**src/rtl/jtag_a_pkg_hdl.sv**
```systemverilog
// Shared TAP definitions: state encoding, opcodes, DR select and next-state helper.
// Latency: n/a (types and constants only).
// Backpressure: n/a.
package jtag_a_pkg_hdl;

    typedef enum logic [3:0] {
        EX2_DR   = 4'h0,
        EX1_DR   = 4'h1,
        SHIFT_DR = 4'h2,
        PAUSE_DR = 4'h3,
        SEL_IR   = 4'h4,
        UPD_DR   = 4'h5,
        CAP_DR   = 4'h6,
        SEL_DR   = 4'h7,
        EX2_IR   = 4'h8,
        EX1_IR   = 4'h9,
        SHIFT_IR = 4'hA,
        PAUSE_IR = 4'hB,
        RTI      = 4'hC,
        UPD_IR   = 4'hD,
        CAP_IR   = 4'hE,
        TLR      = 4'hF
    } jtag_a_tap_state_t;

    localparam logic [3:0] JTAG_A_IR_IDCODE   = 4'h1;
    localparam logic [3:0] JTAG_A_IR_USER     = 4'h8;
    localparam logic [3:0] JTAG_A_IR_BYPASS   = 4'hF;
    localparam logic [3:0] JTAG_A_IR_USERCODE = 4'h3;

    // Fixed pattern loaded into the IR shift register at Capture-IR.
    localparam logic [1:0] JTAG_A_IR_CAPTURE  = 2'b01;

    // Which data register sits between tdi and tdo for the current instruction.
    typedef enum logic [1:0] {
        DR_BYPASS,
        DR_IDCODE,
        DR_USER,
        DR_USERCODE
    } jtag_a_dr_sel_t;

    function automatic jtag_a_tap_state_t jtag_a_next_state(input jtag_a_tap_state_t s,
                                                           input logic tms);
        jtag_a_tap_state_t n;
        n = TLR;
        case (s)
            TLR:      n = tms ? TLR      : RTI;
            RTI:      n = tms ? SEL_DR   : RTI;
            SEL_DR:   n = tms ? SEL_IR   : CAP_DR;
            SEL_IR:   n = tms ? TLR      : CAP_IR;
            CAP_DR:   n = tms ? EX1_DR   : SHIFT_DR;
            SHIFT_DR: n = tms ? EX1_DR   : SHIFT_DR;
            EX1_DR:   n = tms ? UPD_DR   : PAUSE_DR;
            PAUSE_DR: n = tms ? EX2_DR   : PAUSE_DR;
            EX2_DR:   n = tms ? UPD_DR   : SHIFT_DR;
            UPD_DR:   n = tms ? SEL_DR   : RTI;
            CAP_IR:   n = tms ? EX1_IR   : SHIFT_IR;
            SHIFT_IR: n = tms ? EX1_IR   : SHIFT_IR;
            EX1_IR:   n = tms ? UPD_IR   : PAUSE_IR;
            PAUSE_IR: n = tms ? EX2_IR   : PAUSE_IR;
            EX2_IR:   n = tms ? UPD_IR   : SHIFT_IR;
            UPD_IR:   n = tms ? SEL_DR   : RTI;
            default:  n = TLR;
        endcase
        return n;
    endfunction

endpackage

```
**src/rtl/jtag_a_tap_fsm.sv**
```systemverilog
// 16-state TAP controller with decoded per-state action strobes.
// Latency: state advances every TCK edge; strobes decode the registered state.
// Backpressure: none, tms is consumed every cycle.
module jtag_a_tap_fsm
    import jtag_a_pkg_hdl::*;
(
    input  logic       clock,
    input  logic       reset,
    input  logic       tms,
    output logic [3:0] tap_state,
    output logic       st_tlr,
    output logic       st_cap_dr,
    output logic       st_shift_dr,
    output logic       st_upd_dr,
    output logic       st_cap_ir,
    output logic       st_shift_ir,
    output logic       st_upd_ir,
    output logic       nx_shift_dr,
    output logic       nx_shift_ir
);

    jtag_a_tap_state_t state;
    jtag_a_tap_state_t next_state;

    // Next state from current state and tms.
    always_comb begin
        next_state = jtag_a_next_state(state, tms);
    end

    // State register; reset forces Test-Logic-Reset.
    always_ff @(posedge clock) begin
        if (reset) begin
            state <= TLR;
        end else begin
            state <= next_state;
        end
    end

    assign tap_state   = state;
    assign st_tlr      = (state == TLR);
    assign st_cap_dr   = (state == CAP_DR);
    assign st_shift_dr = (state == SHIFT_DR);
    assign st_upd_dr   = (state == UPD_DR);
    assign st_cap_ir   = (state == CAP_IR);
    assign st_shift_ir = (state == SHIFT_IR);
    assign st_upd_ir   = (state == UPD_IR);
    // Look-ahead so tdo/tdo_en can be registered on the edge entering Shift-x.
    assign nx_shift_dr = (next_state == SHIFT_DR);
    assign nx_shift_ir = (next_state == SHIFT_IR);

endmodule

```
**src/rtl/jtag_a_tap_target.sv**
```systemverilog
// TAP target: IR, BYPASS/IDCODE/USER data registers, registered tdo. Optional
// USERCODE register is built when JTAG_A_TAP_USERCODE_EN is defined.
// Latency: tdo lags tdi by the selected register length; Backpressure: none.
module jtag_a_tap_target
    import jtag_a_pkg_hdl::*;
#(
    parameter int          IR_WIDTH       = 4,
    parameter int          DR_WIDTH       = 16,
`ifdef JTAG_A_TAP_USERCODE_EN
    parameter logic [31:0] USERCODE_VALUE = 32'h0000_0001,
`endif
    parameter logic [31:0] IDCODE_VALUE   = 32'h1A5A_5093
)(
    input  logic                clock,
    input  logic                reset,
    input  logic                tms,
    input  logic                tdi,
    output logic                tdo,
    output logic                tdo_en,
    output logic [3:0]          tap_state,
    output logic [IR_WIDTH-1:0] ir_value,
    input  logic [DR_WIDTH-1:0] user_capture_data,
    output logic [DR_WIDTH-1:0] user_update_data,
    output logic                user_update_valid
);

    localparam logic [IR_WIDTH-1:0] OP_IDCODE   = IR_WIDTH'(JTAG_A_IR_IDCODE);
    localparam logic [IR_WIDTH-1:0] OP_USER     = IR_WIDTH'(JTAG_A_IR_USER);
    localparam logic [IR_WIDTH-1:0] IR_CAPTURE  = IR_WIDTH'(JTAG_A_IR_CAPTURE);
`ifdef JTAG_A_TAP_USERCODE_EN
    localparam logic [IR_WIDTH-1:0] OP_USERCODE = IR_WIDTH'(JTAG_A_IR_USERCODE);
`endif

    logic st_tlr, st_cap_dr, st_shift_dr, st_upd_dr;
    logic st_cap_ir, st_shift_ir, st_upd_ir;
    logic nx_shift_dr, nx_shift_ir;

    jtag_a_tap_fsm u_fsm (
        .clock       (clock),
        .reset       (reset),
        .tms         (tms),
        .tap_state   (tap_state),
        .st_tlr      (st_tlr),
        .st_cap_dr   (st_cap_dr),
        .st_shift_dr (st_shift_dr),
        .st_upd_dr   (st_upd_dr),
        .st_cap_ir   (st_cap_ir),
        .st_shift_ir (st_shift_ir),
        .st_upd_ir   (st_upd_ir),
        .nx_shift_dr (nx_shift_dr),
        .nx_shift_ir (nx_shift_ir)
    );

    logic [IR_WIDTH-1:0] ir_sr, ir_sr_d;
    logic [31:0]         id_sr, id_sr_d;
    logic [DR_WIDTH-1:0] user_sr, user_sr_d;
    logic                byp_sr, byp_sr_d;
    logic [DR_WIDTH:0]   user_cat;
`ifdef JTAG_A_TAP_USERCODE_EN
    logic [31:0]         uc_sr, uc_sr_d;
`endif
    jtag_a_dr_sel_t      dr_sel;
    logic                dr_bit;

    // Instruction decode; unknown opcodes fall through to BYPASS.
    always_comb begin
        dr_sel = DR_BYPASS;
        if (ir_value == OP_IDCODE) begin
            dr_sel = DR_IDCODE;
        end else if (ir_value == OP_USER) begin
            dr_sel = DR_USER;
        end
`ifdef JTAG_A_TAP_USERCODE_EN
        else if (ir_value == OP_USERCODE) begin
            dr_sel = DR_USERCODE;
        end
`endif
    end

    // Capture/shift values for this edge; only the selected DR moves.
    always_comb begin
        ir_sr_d   = ir_sr;
        id_sr_d   = id_sr;
        user_sr_d = user_sr;
        byp_sr_d  = byp_sr;
        user_cat  = {tdi, user_sr};
`ifdef JTAG_A_TAP_USERCODE_EN
        uc_sr_d   = uc_sr;
`endif
        if (st_cap_ir) begin
            ir_sr_d = IR_CAPTURE;
        end else if (st_shift_ir) begin
            ir_sr_d = {tdi, ir_sr[IR_WIDTH-1:1]};
        end
        case (dr_sel)
            DR_IDCODE: begin
                if (st_cap_dr)        id_sr_d = IDCODE_VALUE;
                else if (st_shift_dr) id_sr_d = {tdi, id_sr[31:1]};
            end
            DR_USER: begin
                if (st_cap_dr)        user_sr_d = user_capture_data;
                else if (st_shift_dr) user_sr_d = user_cat[DR_WIDTH:1];
            end
`ifdef JTAG_A_TAP_USERCODE_EN
            DR_USERCODE: begin
                if (st_cap_dr)        uc_sr_d = USERCODE_VALUE;
                else if (st_shift_dr) uc_sr_d = {tdi, uc_sr[31:1]};
            end
`endif
            default: begin
                if (st_cap_dr)        byp_sr_d = 1'b0;
                else if (st_shift_dr) byp_sr_d = tdi;
            end
        endcase
    end

    // Bit that will be presented on tdo if the next state is Shift-DR.
    always_comb begin
        dr_bit = byp_sr_d;
        case (dr_sel)
            DR_IDCODE:   dr_bit = id_sr_d[0];
            DR_USER:     dr_bit = user_sr_d[0];
`ifdef JTAG_A_TAP_USERCODE_EN
            DR_USERCODE: dr_bit = uc_sr_d[0];
`endif
            default:     dr_bit = byp_sr_d;
        endcase
    end

    // Shift registers, instruction, user update port and registered tdo.
    always_ff @(posedge clock) begin
        if (reset) begin
            ir_sr             <= '0;
            id_sr             <= '0;
            user_sr           <= '0;
            byp_sr            <= 1'b0;
`ifdef JTAG_A_TAP_USERCODE_EN
            uc_sr             <= '0;
`endif
            ir_value          <= OP_IDCODE;
            user_update_data  <= '0;
            user_update_valid <= 1'b0;
            tdo               <= 1'b0;
            tdo_en            <= 1'b0;
        end else begin
            ir_sr   <= ir_sr_d;
            id_sr   <= id_sr_d;
            user_sr <= user_sr_d;
            byp_sr  <= byp_sr_d;
`ifdef JTAG_A_TAP_USERCODE_EN
            uc_sr   <= uc_sr_d;
`endif
            if (st_tlr) begin
                ir_value <= OP_IDCODE;
            end else if (st_upd_ir) begin
                ir_value <= ir_sr;
            end
            user_update_valid <= st_upd_dr && (dr_sel == DR_USER);
            if (st_upd_dr && (dr_sel == DR_USER)) begin
                user_update_data <= user_sr;
            end
            if (nx_shift_ir) begin
                tdo    <= ir_sr_d[0];
                tdo_en <= 1'b1;
            end else if (nx_shift_dr) begin
                tdo    <= dr_bit;
                tdo_en <= 1'b1;
            end else begin
                tdo    <= 1'b0;
                tdo_en <= 1'b0;
            end
        end
    end

endmodule

```
**config.mk**
```make
export PLATFORM = sky130hd
export DESIGN_NAME = jtag_a_tap_target
export DESIGN_NICKNAME = d
export VERILOG_FILES = /design/src/rtl/jtag_a_pkg_hdl.sv /design/src/rtl/jtag_a_tap_fsm.sv /design/src/rtl/jtag_a_tap_target.sv
export SDC_FILE = /design/constraint.sdc
export NUM_CORES = 1
export LEC_CHECK = 0
export CORE_ASPECT_RATIO = 1.75
export CORE_MARGIN = 2
export CORE_UTILIZATION = 45
export CTS_BUF_LIST = sky130_fd_sc_hd__clkbuf_8
export DETAILED_ROUTE_END_ITERATION = 7
export PLACE_DENSITY = 0.72
export SLEW_MARGIN = 20
export SYNTH_ARGS = -nofsm -noshare
export SYNTH_HDL_FRONTEND = slang
export SYNTH_SLANG_ARGS = --single-unit
```
**constraint.sdc**
```tcl
create_clock -name clock -period 3.63 [get_ports clock]
set_input_delay 0.726 -clock clock [delete_from_list [all_inputs] [get_ports clock]]
set_output_delay 0.726 -clock clock [all_outputs]
set_load 0.03 [all_outputs]
```
## Yosys cells after proc, flatten, opt, wreduce, memory -nomap -nowiden

Index checks and enable logic that the tools add are counted.

| cells by class | value |
|---|---|
| equality and inequality tests | 21 |
| muxes and demuxes | 31 |
| reductions and logical operators | 11 |

Operator list:

| kind | count |
|---|---|
| two-way mux 32 bit | 2 |
| case mux 4 bit (12 select lines) | 1 |
| == test 4 bit (second input constant) | 10 |
| two-way mux 16 bit | 2 |
| == test 4 x 3 -> 1 bit (second input constant) | 4 |
| two-way mux 2 bit | 8 |
| == test 4 x 2 -> 1 bit (second input constant) | 3 |
| two-way mux 1 bit | 12 |
| two-way mux 3 bit | 4 |
| OR reduction 2 bit | 5 |
| == test 4 x 1 -> 1 bit (second input constant) | 2 |
| logical NOT 4 bit | 1 |
| two-way mux 4 bit | 1 |
| AND reduction 2 bit | 2 |
| OR reduction 3 bit | 1 |
| == test 2 x 1 -> 1 bit (second input constant) | 1 |
| == test 2 bit (second input constant) | 1 |
| case mux 1 bit (2 select lines) | 1 |
| nonzero test 2 bit | 1 |
| logical AND 1 bit | 1 |

| word-level totals | value |
|---|---|
| register bits after elaboration | 80 |
| bits of input ports | 20 |
| output and inout port bits | 27 |
| logic and storage cells | 76 |

## Longest topological paths before layout

Gate-level depths: netlist (run 1).

| logic depth | value |
|---|---|
| depth in word-level cells | 9 |
| gate-level depth with buffers | 7 |
| depth with buffers taken out | 4 |

## By module

A second synthesis (run 1) with hierarchy kept.

| unflattened totals | value |
|---|---|
| cells, all modules | 351 |
| area, all modules | 3248.1 um^2 |

By module, submodules not included:

| module | instances | cells each | area an instance (um^2) | seq. area each (um^2) |
|---|---|---|---|---|
| jtag_a_tap_target | 1 | 314 | 2951.6 | 1521.5 |
| jtag_a_tap_fsm | 1 | 37 | 296.5 | 80.1 |

## Worst setup path before layout (run 1)

No wires, ideal clock.

| path | value |
|---|---|
| kind | register -> register |
| start | register u_fsm.state[1], in the netlist u_fsm.tap_state[1] |
| end | register tdo |
| setup time | 0.130 ns |
| arrival time | 1.648 ns |
| data required time | 3.500 ns |
| path slack | 1.851 ns |
| stages on the path, launching flop included | 6 |
| path buffers | 1 |
| period minus slack after synthesis | 1.779 ns |
| path through | dfxtp_1 buf_4 nor3b_4 mux2_2 a222oi_1 a211oi_1 |

| between the ends | value |
|---|---|
| word-level cells in the longest chain between the ends | 7 |
| elaborated cells between the ends (all ways) | 36 |
| those cells by class | eq/ne: 17; mux: 15; reduce/logical: 4 |

Ends and longest elaborated chain:

| element | RTL line | RTL |
|---|---|---|
| start, declared | jtag_a_tap_fsm.sv:22 | `jtag_a_tap_state_t state;` |
| start signal, assigned | jtag_a_tap_fsm.sv:35 | `state <= next_state;` |
| branches (longest 6 deep; another with case mux 4 bit (12 select lines)) | - |  |
| two-way mux 1 bit * | jtag_a_tap_target.sv:162 | `if (nx_shift_ir) begin` |
| end signal, assigned | jtag_a_tap_target.sv:163 | `tdo <= ir_sr_d[0];` |
| end signal, assigned | jtag_a_tap_target.sv:166 | `tdo <= dr_bit;` |
| end, declared | jtag_a_tap_target.sv:18 | `output logic tdo,` |

Mark *: on every way between the ends. The select of a mux whose other input is x is not followed.
A chain may end at the register's enable or synchronous reset.

## Worst setup path after layout (run 1)

| path | value |
|---|---|
| start | register u_fsm.state[3], in the netlist u_fsm.tap_state[3] |
| end | output tap_state[3] |

RTL lines:

| element | RTL line | RTL |
|---|---|---|
| end, declared | jtag_a_tap_target.sv:20 | `output logic [3:0] tap_state,` |

No word-level cell between the ends.

==> metrics.txt, run 1 <==
status=completed; Final Hold Viols=0; Placed Area=between 3000 and 4000 um^2; worst min path class=reg -> reg; Starting Density=46.0%; fin area=about 3800 um^2; RePlAce Congestion=slightly above 0.9; drt pass-1 iters=4; DRT Wirelength=roughly 6.4 mm; Post-synth ARST share=0%; RSZ-0062 raised after global routing=false; number of port buffers=46; Die Span Y=approximately 120 um; fin nets=408; Post-Synth Simple-Gate Area=between 20% and 30%; Synth Area in XOR/XNOR=less than 1%; min Tclk post-route=roughly 2.5 ns; die width=68.5 um; vias in the first global route=~2400; ANT cells=0; multiplexer share of the synthesized area=a little under an eighth; slew of the pin with the lowest slew margin=1.07 ns; crit end category=output pin; Top delay family on crit path=buffers and inverters; FF+latch count, synth=80; initial antenna violation count=0; pin count of the biggest net entering global routing=between 50 and 60; largest family of logic cells by synthesized area=simple AND/OR/NAND/NOR gates; grt total ovfl=0; Critical Path Fanout Max=13; max_cap viols=0; Longest Clk Path Bufs=2; post-synth cell types=37; I/O pin count=47; Total Neg Setup Slack=0 ns; Startpoint Class=flip-flop; dpl hpwl=between 4 and 5 mm; CP Data Required Time=about 2.9 ns; Compound-Gate Fraction of Synth Area=12.1%; CP arrival=roughly 1.7 ns; Clock transition at path regs=0.07 ns; Syn. warnings=0; Layout Skew=approximately 0.0042 ns; All-Layer GR Usage=between 10% and 20%; Synth-to-Final Area Change=17.4%; Avg Inst Size Synth=9.16 um^2; Slew Limit Fails=0; Routed WL per cell=13.5 um; CTS tree=done; Post-DRT Antenna Nets=0; die area=between 8000 and 9000 um^2; Tcrit/Tclk final=between 60% and 70%; clk sinks=80; Power Density=~440 nW/um^2; VDD IR max=255 uV; first-pass GRT wire length=around 11 mm; Core Region=between 7000 and 8000 um^2; Critical Path, Cell by Cell=clkdlybuf4s50_1; Post-CTS Setup Bufs=0; buffers plus inverters on the worst setup path=1; ratio of cells with drive above 1 in the final layout=roughly 7.4%; number of vias per cell=around 5.3; top cell type's share of synthesized area=48.9%; worst skew pair latency=about 0.36 ns; Worst path max stage delay=about 0.77 ns; ys flop type=dfxtp_1; Root Buffer=clkbuf_8; Area contributors post-synth=dfxtp_1 49%, mux2i_1 12%, nor2_1 6.6%, a21oi_1 3.8%, nor3_1 3.4%; Post-Syn Nets=378; drt initial violations=192; Setup CP Type=reg -> out; # setup viols final=0; Post-synth top cells=80 x dfxtp_1, 58 x nor2_1, 38 x mux2i_1, 27 x nand2_1, 25 x a21oi_1; row count=just over 40; Post-CTS Hold Buffers=0; Syn Inst Count=358; Crit-path slowest cell=clkdlybuf4s50_1; top-count cell post-synth=dfxtp_1; Adder-Cell Fraction of Synth Area=0%; DRC Markers=0; sequential cell area fraction in the yosys report=slightly below 50%; fmax=slightly above 0.4 GHz; leakage power=approximately 0.0015 uW; Inserted Clock Buffers=9; area leader, netlist=dfxtp_1; post-CTS sizing=0; Syn Std Cell Area=roughly 3300 um^2; Max-slew headroom=about 28%; H-Tree Depth=3; Post-synth EDFFs=0; via count=between 2000 and 3000
path summary, 6_finish.rpt:
kind,start,to,slack [ns],cells past startpoint
worst min register to register,id_sr[8]$_SDFFE_PP0P_,id_sr[8]$_SDFFE_PP0P_,0.45,2
worst min-delay path,id_sr[8]$_SDFFE_PP0P_,id_sr[8]$_SDFFE_PP0P_,0.45,2
worst max register to register,u_fsm.tap_state[1]$_SDFF_PP1_,user_sr[1]$_SDFFE_PP0P_,1.34,4
worst max-delay path,u_fsm.tap_state[3]$_SDFF_PP1_,tap_state[3],1.17,1
logic make-up (layout without fill, tap and decap cells):
| logic type | Yosys count | in the layout |
|---|---|---|
| and+or+nand+nor | 142 | 142 |
| DFF | 80 | 80 |
| AOI/OAI and AO/OA | 58 | 58 |
| muxes | 39 | 39 |
| buffers and inverters | 38 | 72 |
| xor gates and xnor gates | 1 | 1 |
layer usage:
layer | GRT usage, % | vias up | share of wire [%]
met4 | 8.27 | 0 | 2.1
met3 | 5.74 | 9 | 3.5
met2 | 28.2 | 51 | 51
met5 | 0 | - | 0
met1 | 21.2 | 1198 | 44
li1 | - | 1298 | -
through the flow:
stage	setup slack [ns]	cells	power [uW]	util (%)	hold WS, ns
global route	1.11	478	1760	54.0	0.479
CTS	1.17	478	1690	53.9	0.458
detailed placement	1.35	463	1160	51.8	0.447
global placement	1.37	463	1160	51.8	0.440
finish	1.17	478	1680	54.0	0.454
floorplan	1.85	358	1100	-	0.432
layout by cell type, fill, tap and decap left out, types with 2 or more instances in the layout:
master | Yosys | layout
nand3_1 | 18 | 18
buf_4 | 6 | 3
nand4_1 | 2 | 2
nand3b_1 | 2 | 2
nor2_1 | 58 | 58
nor2b_1 | 3 | 3
a211oi_2 | 5 | 5
o21ai_0 | 4 | 4
nor3_2 | 2 | 2
mux2i_1 | 38 | 38
clkdlybuf4s50_1 | 0 | 45
clkbuf_8 | 0 | 9
dfxtp_1 | 80 | 80
a22oi_1 | 2 | 2
nand2_1 | 27 | 27
inv_1 | 8 | 10
clkinv_2 | 0 | 3
nor3_1 | 22 | 22
a21oi_1 | 25 | 25
a211oi_1 | 14 | 14
report_power, final:
group	internal, uW	switching [uW]
combinational	87.4	128
clock	235	302
sequential	898	27.3
final cells by class:
type                    instances  area (um^2)
repair buffers                 49          478
fillers                       668         3280
flip-flops and latches         80         1600
clock inverters                 6         30.0
multi-input cells             240         1480
inverters                       8         30.0
clock buffers                   9          124
well taps                      86          108
flip-flops by register name, summed over array words and instances (netlist names), 4 cells and up:
register          cells
u_fsm.tap_state       4
user_update_data     16
ir_value              4
user_sr              16
ir_sr                 4
id_sr                32
No activity file was read; power rests on OpenSTA's default activity.
==> run 2: changes to the inputs <==
- PLACE_DENSITY: 0.72 -> 0.75
- clock period: 3.63 -> 2.06 ns (I/O delays scaled with it)
==> run 2 against run 1 <==
Effect of this change:
- worst setup slack lost 1.1 ns
- die area unchanged
- first-iteration DRC count decreased by 36%
- count of clock-buffer cells in the layout up 4
- design area increased by 3.4%
- clock skew grew 0.0033 ns
- via count increased by 0.47%
- global-route usage increased by 1.0 points
- sequential cell count is the same
- sequential share of layout area is 1.3 points lower
- sequential power up 77%
- critical endpoint unchanged
==> metrics.txt, run 2 (same netlist as run 1, synthesis figures left out) <==
Placed Area=3770 um^2 (+2.2%); Post-DRT Antenna Nets=0 (unchanged); Post-CTS Hold Buffers=0 (unchanged); CP Data Required Time=1.65 ns (-1.25 ns); All-Layer GR Usage=18.7% (+1.0 points); pin count of the biggest net entering global routing=73 (+30%); met1 usage=20.7% (-0.45 points); Worst path max stage delay=0.72 ns (-0.05 ns); Synth-to-Final Area Change=21.4%; pre-CTS setup slack=0.310 ns (-1.04 ns); max reg flops=32 (unchanged); Routed WL per cell=13.8 um (+2.4%); max_cap viols=0 (unchanged); H-Tree Depth=3 (unchanged); Startpoint Class=flip-flop; worst skew pair latency=0.36 ns (about the same); Layout Skew=0.00750 ns (+0.00326 ns); RePlAce Congestion=0.860 (-7.3%); # fillers=632 (-5.4%); die width=68.5 um (unchanged); fmax=0.506 GHz; GRT busiest layer=met2; leakage power=0.00159 uW (+4.1%); Tcrit/Tclk final=about 96%; DP Cell Count=469 (+1.3%); CTS tree=done; CP arrival=1.56 ns (-0.17 ns); commonest non-fill, non-tap cells in the layout=78 x dfxtp_1, 58 x nor2_1, 43 x clkdlybuf4s50_1; first-pass GRT wire length=11.3 mm (+5.9%); Inserted Clock Buffers=9 (unchanged); ANT cells=0 (unchanged); buffers plus inverters on the worst setup path=1 (unchanged); ratio of cells with drive above 1 in the final layout=10.0% (+2.6 points); dpl hpwl=4.40 mm (+7.2%); Crit-path slowest cell=clkdlybuf4s50_1; Largest regs=id_sr: 32 flops, user_sr: 16 flops, user_update_data: 16 flops; die area=8010 um^2 (unchanged); slew of the pin with the lowest slew margin=0.354 ns (-0.720 ns); Top reg by flops=id_sr; I/O pin count=47 (unchanged); Max-slew headroom=76.3% (+48 points); Critical Path Fanout Max=13 (unchanged); met2 Usage GRT=31.0% (+2.8 points); global routing usage on met3=6.41% (+0.67 points); WHS Path Cells=2 (unchanged); final cell count without fillers=485 (+1.5%); Die Span Y=117 um (unchanged); number of vias per cell=5.29 (-0.98%); final worst slack=0.0853 ns (-1.09 ns); Setup CP Type=reg -> out; worst min path class=in -> reg; clk sinks=80 (unchanged); drt pass-1 iters=4 (unchanged); via count=2568 (+0.47%); min Tclk post-route=between 1.5 and 2 ns; Final Hold Viols=0 (unchanged); initial antenna violation count=0 (unchanged); vias in the first global route=2458 (+4.3%); Power Density=795 nW/um^2 (+82%); Starting Density=46.0% (unchanged); Worst Reg-to-Reg Cells=4 (unchanged); Longest Clk Path Bufs=2 (unchanged); Critical Path, Cell by Cell=clkdlybuf4s50_1; crit end category=output pin; DRT Wirelength=6.69 mm (+3.9%); grt total ovfl=0 (unchanged); Post-CTS Setup Bufs=0 (unchanged); row count=41 (unchanged); total power=3160 uW (+89%); Total Neg Setup Slack=0 ns (unchanged); # setup viols final=0 (unchanged); most common cell after layout, fill and taps aside=dfxtp_1; fin area=3980 um^2 (+3.4%); Top delay family on crit path=buffers and inverters; Root Buffer=clkbuf_8; fin nets=414 (+1.5%); Worst path depth=1 (unchanged); Core Region=7130 um^2 (unchanged); number of port buffers=46 (unchanged); drt initial violations=123 (-36%); status=completed; Slew Limit Fails=0 (unchanged); RSZ-0062 raised after global routing=false; VDD IR max=569 uV (+120%); DRC Markers=0 (unchanged); Clock transition at path regs=0.08 ns (about the same)
==> run 2: cell types whose count changed in the layout (fill, tap and decap cells not counted), sizes merged <==
cell | before | now
clkinv | 3 | 2
inv | 10 | 9
clkinvlp | 1 | 0
buf | 4 | 11
dlymetal6s2s | 0 | 1
clkbuf | 9 | 13
clkdlybuf4s50 | 45 | 43
==> run 2: power by group <==
group	switching [uW]	total, uW	internal, uW
Clock	557	1130	574
Sequential	51.6	1640	1580
Combinational	230	399	168
Total	839	3160	2330
==> run 2: through the flow <==
stage | hold WS, ns | util [%]
finish | 0.351 | 55.8
global route | 0.360 | 55.8
CTS | 0.333 | 55.8
detailed placement | 0.444 | 52.9
global placement | 0.439 | 52.9
floorplan | 0.432 | -
==> run 2: layer usage <==
metal  routed length, um  vias to the layer above  share of wire (%)
met5                   0                        -                  0
met4                 140                        0                2.1
met3                 315                       10                4.7
met2                3430                       49                 51
met1                2810                     1199                 42
li1                    -                     1310                  -
==> run 2: layout make-up <==
| type | instances | area [um^2] | area share, % |
|---|---|---|---|
| Clock buffer | 13 | 179 | 4.50 |
| Clock inverter | 3 | 22.5 | 0.566 |
| Inverter | 8 | 30.0 | 0.755 |
| Multi-Input combinational cell | 240 | 1480 | 37.1 |
| Sequential cell | 80 | 1600 | 40.3 |
| Tap cell | 86 | 108 | 2.70 |
| Timing Repair Buffer | 55 | 561 | 14.1 |
==> run 2: path summary, 6_finish.rpt <==
kind / endpoint / startpoint / slack (ns)
worst max-delay path: tap_state[3] / u_fsm.tap_state[3]$_SDFF_PP1_ / 0.09
worst min-delay path: u_fsm.tap_state[0]$_SDFF_PP1_ / reset / 0.35
worst max register to register: tdo$_SDFF_PP0_ / u_fsm.tap_state[1]$_SDFF_PP1_ / 0.32
worst min register to register: id_sr[18]$_SDFFE_PP0P_ / id_sr[18]$_SDFFE_PP0P_ / 0.45
==> run 2: repair_timing <==
action | in CTS | in global routing
pin swaps | 0 | 0
endpoints found under the setup margin | 2 | 1
gates resized for setup | 2 | 1
==> run 3: changes to the inputs <==
- CORE_MARGIN: 2 -> 3
- CTS_CLUSTER_SIZE: default -> 40
==> run 3 against run 2 <==
Effect of this change:
- non-clock buffer count increased by 1
- routed wire length shrank 1.1%
- design area down 0.72%
- critical path type unchanged
- clock skew fell by 0.0027 ns
- via count up 1.1%
- register-to-register slack worse by 0.03 ns
- utilization increased by 0.98 points
- worst setup slack improved by 0.041 ns
- largest power group unchanged
==> metrics.txt, run 3 (same netlist as run 1, synthesis figures left out) <==
grt total ovfl=0 (unchanged); Synth-to-Final Area Change=20.5%; Starting Density=47.1% (+1.1 points); Die Span Y=119 um (+1.7%); pin count of the biggest net entering global routing=74 (+1.4%); ANT cells=0 (unchanged); Worst path max stage delay=0.72 ns (about the same); die area=8390 um^2 (+4.7%); most common cell after layout, fill and taps aside=dfxtp_1; Startpoint Class=flip-flop; initial antenna violation count=0 (unchanged); crit end category=output pin; Slew Limit Fails=0 (unchanged); number of vias per cell=5.37 (+1.5%); All-Layer GR Usage=16.5% (-2.2 points); slew of the pin with the lowest slew margin=0.439 ns (+0.0855 ns); Total Neg Setup Slack=0 ns (unchanged); worst skew pair latency=0.34 ns (-0.02 ns); Power Density=770 nW/um^2 (-3.2%); fin nets=415 (+0.24%); Max-slew headroom=70.6% (-5.7 points); DRC Markers=0 (unchanged); Layout Skew=0.00481 ns (-0.00269 ns); Tcrit/Tclk final=93.9% (-2.0 points); row count=40 (-2.4%); fin area=3950 um^2 (-0.72%); Critical Path, Cell by Cell=clkdlybuf4s50_1; CTS tree=done; RePlAce Congestion=0.910 (+5.8%); CP arrival=1.52 ns (-0.04 ns); number of port buffers=46 (unchanged); max_cap viols=0 (unchanged); buffers plus inverters on the worst setup path=1 (unchanged); die width=70.5 um (+2.9%); # fillers=628 (-0.63%); drt pass-1 iters=4 (unchanged); leakage power=0.00158 uW (-0.61%); # setup viols final=0 (unchanged); max reg flops=32 (unchanged); ratio of cells with drive above 1 in the final layout=9.27% (-0.75 points); clk sinks=80 (unchanged); I/O pin count=47 (unchanged); worst min path class=in -> reg; H-Tree Depth=3 (unchanged); Inserted Clock Buffers=9 (unchanged); via count=2595 (+1.1%); Crit-path slowest cell=clkdlybuf4s50_1; CP Data Required Time=1.65 ns (about the same); Core Region=6960 um^2 (-2.4%); dpl hpwl=4.38 mm (-0.46%); Multi-input gate area=1480 um^2 (unchanged); Top delay family on crit path=buffers and inverters; Largest regs=id_sr: 32 flops, user_sr: 16 flops, user_update_data: 16 flops; Root Buffer=clkbuf_8; Final Hold Viols=0 (unchanged); fmax=0.517 GHz (+2.1%); min Tclk post-route=1.93 ns (-0.0412 ns); Placed Area=3780 um^2 (+0.13%); status=completed; vias in the first global route=2504 (+1.9%); drt initial violations=131 (+6.5%); VDD IR max=463 uV (-19%); Critical Path Fanout Max=5 (-8); RSZ-0062 raised after global routing=false; Top reg by flops=id_sr; commonest non-fill, non-tap cells in the layout=80 x dfxtp_1, 58 x nor2_1, 41 x clkdlybuf4s50_1; first-pass GRT wire length=11.3 mm (+0.56%); DRT Wirelength=6.61 mm (-1.1%); Post-DRT Antenna Nets=0 (unchanged); Longest Clk Path Bufs=2 (unchanged); storage element area=1600 um^2 (-0.16%); Setup CP Type=reg -> out; Clock transition at path regs=0.07 ns (about the same); total power=3040 uW (-3.9%); Routed WL per cell=13.7 um (-0.67%)
[run 3: worst paths after layout]
check / start / endpoint / slack (ns) / cells past startpoint
min: reset / tdo_en$_SDFF_PP0_ / 0.43 / 3
max: ir_value[1]$_SDFFE_PP0P_ / ir_value[1] / 0.13 / 1
max reg2reg: u_fsm.tap_state[1]$_SDFF_PP1_ / tdo$_SDFF_PP0_ / 0.29 / 4
min reg2reg: id_sr[29]$_SDFFE_PP0P_ / id_sr[29]$_SDFFE_PP0P_ / 0.45 / 2
[run 3: layout make-up]
type	instances	share of cell area [%]
sequential	80	40.5
inverter	8	0.760
clock buffer	11	3.83
tap	84	2.66
clock inverter	4	0.538
multi-input combinational	240	37.3
timing repair buffer	56	14.3
[run 3: what timing repair did]
action,CTS,global route
hold buffers,0,0
gates resized for setup,2,1
pin swaps,0,0
buffers inserted,0,0
setup endpoints to repair,2,1
[run 3: routing by layer]
| metal | part of all wire, % | vias up | global-route usage (%) |
|---|---|---|---|
| met5 | 0 | - | 0 |
| met4 | 2.2 | 0 | 7.79 |
| met3 | 4.2 | 11 | 4.98 |
| met2 | 51 | 60 | 27.7 |
| met1 | 43 | 1210 | 19.0 |
| li1 | - | 1314 | - |
[run 3: where the power goes]
| part | leakage, uW | switching, uW | internal, uW |
|---|---|---|---|
| Combinational | 0.000839 | 225 | 167 |
| Clock | 0.0000924 | 527 | 488 |
| Sequential | 0.000646 | 50.7 | 1580 |
[run 3: stage by stage]
step                      utilization [%]  std cells  hold slack, ns  setup slack [ns]
after floorplan                         -        358           0.432             0.281
after global placement               54.3        468           0.439             0.331
after detailed placement             54.3        468           0.448             0.313
after CTS                            56.7        483           0.412            0.0323
after global routing                 56.8        483           0.432            0.0635
final                                56.8        483           0.433             0.127
